### src/rtl/uart_receiver.sv
// ---------------------------------------------------------------------------
// uart_receiver
//   Oversampling UART receiver (16 sample ticks per bit). The line is
//   resynchronised into the clk_100MHz domain. Each bit is sampled near its
//   middle: the start bit is confirmed 8 ticks after the falling edge, and
//   each data bit and the stop bit are sampled 16 ticks after the previous
//   sample. Data bits arrive LSB first.
//
// Parameters
//   DBITS        data bits per frame (at least 2)
//   SB_TICK      sample ticks spent in the stop bit
//
// Ports
//   clk_100MHz     in   system clock, rising edge
//   reset          in   asynchronous, active-high reset
//   rx             in   serial line, idle high, asynchronous to clk_100MHz
//   sample_tick    in   one-clock pulse at 16x the baud rate
//   data_ready     out  one-clock pulse when a frame completes
//   data_out       out  last received word, held until the next frame completes
//   framing_error  out  stop bit of the last frame was sampled low (held)
//   state_dbg      out  current FSM state (IDLE=0, START=1, DATA=2, STOP=3)
//
// Output protocol: data_ready is a strobe with no back-pressure. data_out and
// framing_error are valid in the same cycle as data_ready and stay stable
// until the next strobe.
// ---------------------------------------------------------------------------
module uart_receiver #(
    parameter int DBITS   = 8,
    parameter int SB_TICK = 16
) (
    input  logic             clk_100MHz,
    input  logic             reset,
    input  logic             rx,
    input  logic             sample_tick,
    output logic             data_ready,
    output logic [DBITS-1:0] data_out,
    output logic             framing_error,
    output logic [1:0]       state_dbg
);

    localparam int NW = (DBITS > 1) ? $clog2(DBITS) : 1;

    localparam logic [1:0] IDLE  = 2'd0;
    localparam logic [1:0] START = 2'd1;
    localparam logic [1:0] DATA  = 2'd2;
    localparam logic [1:0] STOP  = 2'd3;

    localparam logic [3:0]    S_MID   = 4'd7;
    localparam logic [3:0]    S_BIT   = 4'd15;
    localparam logic [3:0]    S_STOP  = 4'(SB_TICK - 1);
    localparam logic [NW-1:0] N_LAST  = NW'(DBITS - 1);

    logic             rx_meta;
    logic             rx_s;
    logic [1:0]       state;
    logic [3:0]       s;
    logic [NW-1:0]    n;
    logic [DBITS-1:0] b;

    assign state_dbg = state;

    // Two-flop synchronizer; resets to the idle (high) line level so that
    // leaving reset never looks like a start bit.
    always_ff @(posedge clk_100MHz or posedge reset) begin
        if (reset) begin
            rx_meta <= 1'b1;
            rx_s    <= 1'b1;
        end else begin
            rx_meta <= rx;
            rx_s    <= rx_meta;
        end
    end

    always_ff @(posedge clk_100MHz or posedge reset) begin
        if (reset) begin
            state         <= IDLE;
            s             <= '0;
            n             <= '0;
            b             <= '0;
            data_out      <= '0;
            data_ready    <= 1'b0;
            framing_error <= 1'b0;
        end else begin
            data_ready <= 1'b0;
            case (state)
                IDLE: begin
                    // Falling edge detection does not wait for a tick.
                    if (!rx_s) begin
                        state <= START;
                        s     <= '0;
                    end
                end
                START: begin
                    if (sample_tick) begin
                        if (s == S_MID) begin
                            s <= '0;
                            if (!rx_s) begin
                                state <= DATA;
                                n     <= '0;
                            end else begin
                                // Line went back high before mid start bit: glitch.
                                state <= IDLE;
                            end
                        end else begin
                            s <= s + 4'd1;
                        end
                    end
                end
                DATA: begin
                    if (sample_tick) begin
                        if (s == S_BIT) begin
                            s <= '0;
                            b <= {rx_s, b[DBITS-1:1]};
                            if (n == N_LAST) begin
                                state <= STOP;
                            end else begin
                                n <= n + NW'(1);
                            end
                        end else begin
                            s <= s + 4'd1;
                        end
                    end
                end
                STOP: begin
                    if (sample_tick) begin
                        if (s == S_STOP) begin
                            s             <= '0;
                            state         <= IDLE;
                            data_out      <= b;
                            data_ready    <= 1'b1;
                            framing_error <= ~rx_s;
                        end else begin
                            s <= s + 4'd1;
                        end
                    end
                end
                default: begin
                    state <= IDLE;
                    s     <= '0;
                end
            endcase
        end
    end

endmodule

### config.mk
export PLATFORM = sky130hd
export DESIGN_NAME = uart_receiver
export DESIGN_NICKNAME = d
export VERILOG_FILES = /design/src/rtl/uart_receiver.sv
export SDC_FILE = /design/constraint.sdc
export NUM_CORES = 1
export LEC_CHECK = 0
export CORE_ASPECT_RATIO = 0.9
export CORE_MARGIN = 4
export CORE_UTILIZATION = 54
export CTS_CLUSTER_DIAMETER = 80
export DETAILED_ROUTE_END_ITERATION = 6
export PLACE_DENSITY_LB_ADDON = 0.3
export SLEW_MARGIN = 20
export SYNTH_ARGS = -nofsm -noshare
export SYNTH_HDL_FRONTEND = slang
export SYNTH_SLANG_ARGS = --single-unit
### constraint.sdc
create_clock -name clk_100MHz -period 2.3 [get_ports clk_100MHz]
set_clock_uncertainty 0.2 [all_clocks]
set_input_delay 0.46 -clock clk_100MHz [delete_from_list [all_inputs] [get_ports clk_100MHz]]
set_output_delay 0.46 -clock clk_100MHz [all_outputs]
set_load 0.05 [all_outputs]
* Word level (Yosys, flattened, before mapping) *
Index checks and enable logic that the tools add are counted.

operators by class
  reduce and logical (&&, ||, !) cells = 8
  bitwise gates (word level) = 1
  add/subtract/negate cells = 2
  equality and inequality tests = 17
  magnitude comparators = 0
  divide/modulo/power cells = 0
  multiplexer cells = 26
  multipliers = 0
  shifts and indexed selects = 0

operators by type and width
  cell                   count
  $mux W4                5
  $ne A2 B2 Y1 const B   10
  $mux W2                9
  $mux W3                6
  $pmux W4 S3            1
  $reduce_and A3 Y1      3
  $pmux W2 S4            1
  $reduce_and A8 Y1      1
  $reduce_and A7 Y1      1
  $pmux W3 S2            1
  $add A4 B1 Y4 const B  1
  $eq A2 B2 Y1 const B   2
  $eq A4 B3 Y1 const B   1
  $eq A4 B4 Y1 const B   1
  $add A3 B1 Y3 const B  1
  $eq A3 B3 Y1 const B   1
  $mux W1                3
  $eq A2 B1 Y1 const B   1
  $logic_not A2 Y1       1
  $ne A2 B1 Y1 const B   1
  $reduce_bool A2 Y1     1
  $reduce_or A2 Y1       1
  $not A1 Y1             1

word-level totals
  memories = 0
  latch bits = 0
  RAM bits = 0
  bits of input ports = 4
  logic and storage cells = 63
  bits in read-only memories = 0
  flip-flop bits (word level) = 29

* Depth between registers and ports, before layout *
  word-level depth = 5
  depth in mapped cells = 6
  mapped depth without buffers = 6

* Worst setup path after synthesis *
No wires, ideal clock.

  path kind = flip-flop to flip-flop
  start point = register state[0] (netlist: state_dbg[0])
  end point = register state[0] (netlist: state_dbg[0])
  setup time = 0.126 ns
  stages on the path, launching flop included = 6
  data arrival time = 1.735 ns
  setup slack = 0.239 ns
  cells stage by stage = dfrtp_1 > buf_6 > nor2_4 > mux2_4 > a41o_1 > a221o_1

between the ends
  longest elaborated chain between the ends = 3

ends and longest elaborated chain
  element                                     RTL line  text
  from (decl)                                 55        logic [1:0] state;
  from (signal assigned)                      76        state <= IDLE;
  from (signal assigned)                      89        state <= START;
  from (signal assigned)                      98        state <= DATA;
  $eq A2 B2 Y1, or another cell as far along  85        case (state)
  $ne A2 B2 Y1 (no line)                      -
  $reduce_and A8 Y1 (no line)                 -

Parallel ways exist; a longest one is shown, timed or not.
A chain may end at the register's enable or synchronous reset.

* Worst setup path after layout *
  start point = register data_out[1]
  end point = output port data_out[1]

RTL lines
  element                 RTL line  text
  from (decl)             36        output logic [DBITS-1:0] data_out,
  from (signal assigned)  80        data_out <= '0;
  from (signal assigned)  129       data_out <= b;

No word-level cell between the ends.

==> results.sh <==
export IMPL_grt_pass1_vias=903
export IMPL_cp_end_kind="output pin"
export IMPL_avgViaCountPerCell=5.74
export IMPL_ctsHoldBuffers=0
export IMPL_p_total_mw=1.47
export IMPL_area_growth_pct=15.5
export IMPL_reg2regPathDepth=4
export IMPL_r2r_setup_slack_ns=0.29
export IMPL_setup_viol=0
export IMPL_path_class="reg -> out"
export IMPL_irDropWorstVdd_mv=0.756
export IMPL_start_util=0.592
export IMPL_p_sw_frac=0.392
export IMPL_status="completed"
export IMPL_holdPathEnd="rx_s"
export IMPL_drc=0
export IMPL_async_flop_share=1.00
export IMPL_postCtsSetupRepairBufs=0
export IMPL_rr_endpoint="state_dbg[0]"
export IMPL_cp_arrival_ns=1.48
export IMPL_whs_path_depth=0
export IMPL_grt_pass1_wl_um=4110
export IMPL_io_buffer_count=15
export IMPL_antenna_found_initial=0
export IMPL_max_cap_viol_count=0
export IMPL_placed_cell_area_sq_um=1510
export IMPL_cp_buffers_inverters=1
export IMPL_synth_nets=116
export IMPL_cp_start_kind="register"
export IMPL_rsz0062_at_grt="no"
export IMPL_setup_tns_ns=0
export IMPL_ys_top_cells_by_area="dfrtp_1, mux2_2, dfstp_2, ha_1, buf_6"
export IMPL_dr_pass1_iters=5
export IMPL_cts_root_buf="clkbuf_4"
export IMPL_syn_inst=109
export IMPL_ys_ff_latch=29
export IMPL_post_cts_resized=0
export IMPL_drt_iter0_drc=22
export IMPL_yosys_warnings=0
export IMPL_cts_path_max_buffers=2
export IMPL_clockPowerShare=0.194
export IMPL_grt_ovfl_total=0
export IMPL_fmax_ghz=0.467
export IMPL_final_nets=134
export IMPL_switchingPower_uw=576
export IMPL_clk_pin_slew_ns=0.09
export IMPL_pin_count=16
export IMPL_coreArea_sq_um=2280
export IMPL_min_from="rx_meta"
export IMPL_gp_congestion=0.849
export IMPL_synth_edff_count=0
export IMPL_cts_inserted_buffers=5
export IMPL_p_seq_frac=0.492
export IMPL_die_x_um=60.7
export IMPL_grt_usage=0.166
export IMPL_dp_hpwl_um=1670
export IMPL_cp_depth=1
export IMPL_cts_sinks=29
export IMPL_synthDistinctLibCells=34
export IMPL_power_leakage_nw=0.759
export IMPL_max_stage_delay_ns=0.81
export IMPL_die_area_sq_um=3370
export IMPL_wirelength_um=2370
export IMPL_yosysTopAreaCellShare=0.500
export IMPL_period_minus_slack_ns=2.14
export IMPL_worst_pin_slew_ns=0.506
export IMPL_synth_avg_cell_area_sq_um=12.4
export IMPL_fin_area_sq_um=1560
export IMPL_p_int_uw=893
export IMPL_yosys_most_used_dff="dfrtp_1"
export IMPL_p_comb_frac=0.314
export IMPL_grt_start_max_net_pins=30
export IMPL_diodes=0
export IMPL_vias=889
export IMPL_drive_above_1_share=0.273
export IMPL_power_density_nw_per_um2=942
export IMPL_crit_fanout=2
export IMPL_hp_class="reg -> reg"
export IMPL_drtAntennaViolNets=0
export IMPL_crit_required_ns=1.64
export IMPL_die_y_um=55.4
export IMPL_wl_per_cell_um=15.3
export IMPL_hold_viol_final=0
export IMPL_slew_viol_final=0
export IMPL_cp_slowest_cell="clkdlybuf4s50_1"
export IMPL_worst_path_dominant_cell_family="buffers and inverters"
export IMPL_cp_cell_sequence="clkdlybuf4s50_1"
export IMPL_htree_num_levels=2
export IMPL_clk_latency_ns=0.32
export IMPL_synth_seq_area_share=0.539
export IMPL_fillCellCount=176
export IMPL_finalCritPeriodShare=0.930
export IMPL_syn_area_sq_um=1350
export IMPL_row_count=16
export IMPL_cts_tree="built"
export IMPL_yosysTopAreaCell="dfrtp_1"
export IMPL_relSlewSlack=0.662
## worst max-delay path by stage
stage	from	endpoint	slack, ns
after floorplan	state_dbg[0]	state_dbg[0]	0.24
after global placement	sample_tick	state_dbg[0]	0.08
after detailed placement	sample_tick	b[5]	0.07
after CTS	data_out[6]	data_out[6]	0.13
after global routing	data_out[4]	data_out[4]	0.08
final	data_out[1]	data_out[1]	0.16
## metrics by stage
step,worst slack (ns),utilization,hold slack [ns],cells
2_1_floorplan,0.239,-,0.145,109
3_3_place_gp,0.0836,0.661,0.147,147
4_1_cts,0.132,0.683,0.159,155
6_report,0.160,0.683,0.158,155
3_5_place_dp,0.0706,0.661,0.147,147
5_1_grt,0.0809,0.683,0.170,155
## power groups by stage
stage / clock network (mW) / logic [mW] / registers, mW
floorplan: 0 / 0.387 / 0.720
global placement: 0 / 0.448 / 0.723
detailed placement: 0 / 0.461 / 0.731
CTS: 0.302 / 0.463 / 0.720
global route: 0.332 / 0.513 / 0.741
finish: 0.285 / 0.462 / 0.723
## synth_stat cells, types with 2 or more instances
| cell | count |
|---|---|
| a31oi_1 | 4 |
| a32o_1 | 2 |
| and2_1 | 3 |
| and3_1 | 2 |
| buf_2 | 3 |
| buf_6 | 3 |
| dfrtp_1 | 27 |
| dfstp_2 | 2 |
| ha_1 | 3 |
| inv_1 | 6 |
| mux2_2 | 16 |
| mux2i_1 | 2 |
| nand2_1 | 4 |
| nand3_1 | 4 |
| nor2_1 | 5 |
| nor3b_1 | 2 |
| o21ai_0 | 4 |
## final cells by class
type / count / area [sq um] / area share
Clock inverter: 2 / 10.0 / 0.00642
Tap cell: 27 / 33.8 / 0.0217
Sequential cell: 29 / 728 / 0.467
Clock buffer: 6 / 41.3 / 0.0265
Timing Repair Buffer: 18 / 180 / 0.116
Inverter: 6 / 22.5 / 0.0144
Multi-Input combinational cell: 67 / 543 / 0.348
## layer usage
layer	vias up	wire length (um)	track usage
met5	-	0	0
met4	0	24	0.0898
met3	2	123	0.0746
met2	21	1090	0.224
met1	435	1130	0.217
li1	431	-	-
## cells in the final DEF (no fill, tap or decap), drive strengths merged
master         instances
a41o                   1
nor3                   1
nor2                   6
a31o                   1
clkinv                 2
o2111ai                1
nand3                  5
o21ai                  4
nand2                  4
a21o                   1
and2                   3
and3                   2
dfrtp                 27
a32o                   2
inv                    6
nor3b                  2
dfstp                  2
a221o                  1
a21oi                  1
and4                   1
a31oi                  4
buf                    5
ha                     3
clkbuf                 6
mux2                  17
a22oi                  1
o22ai                  1
clkdlybuf4s50         13
nand2b                 1
xor2                   1
mux2i                  2
a221oi                 1
## sequential cells by signal, indices dropped and copies added, names as in the netlist, named ones only
register,count
data_out,8
rx_s,1
b,8
framing_error,1
s,4
state_dbg,1
data_ready,1
rx_meta,1
n,3
## logic make-up after synthesis
group,Yosys count,share of synthesized area
AO/OA/AOI/OAI,19,0.102
AND/OR/NAND/NOR,25,0.107
adder cells (fa/ha/maj),3,0.0278
multiplexers,19,0.159
XOR/XNOR,1,0.00649
flip-flops,29,0.539
buffers and inverters,13,0.0584
No activity file was read; power rests on OpenSTA's default activity.
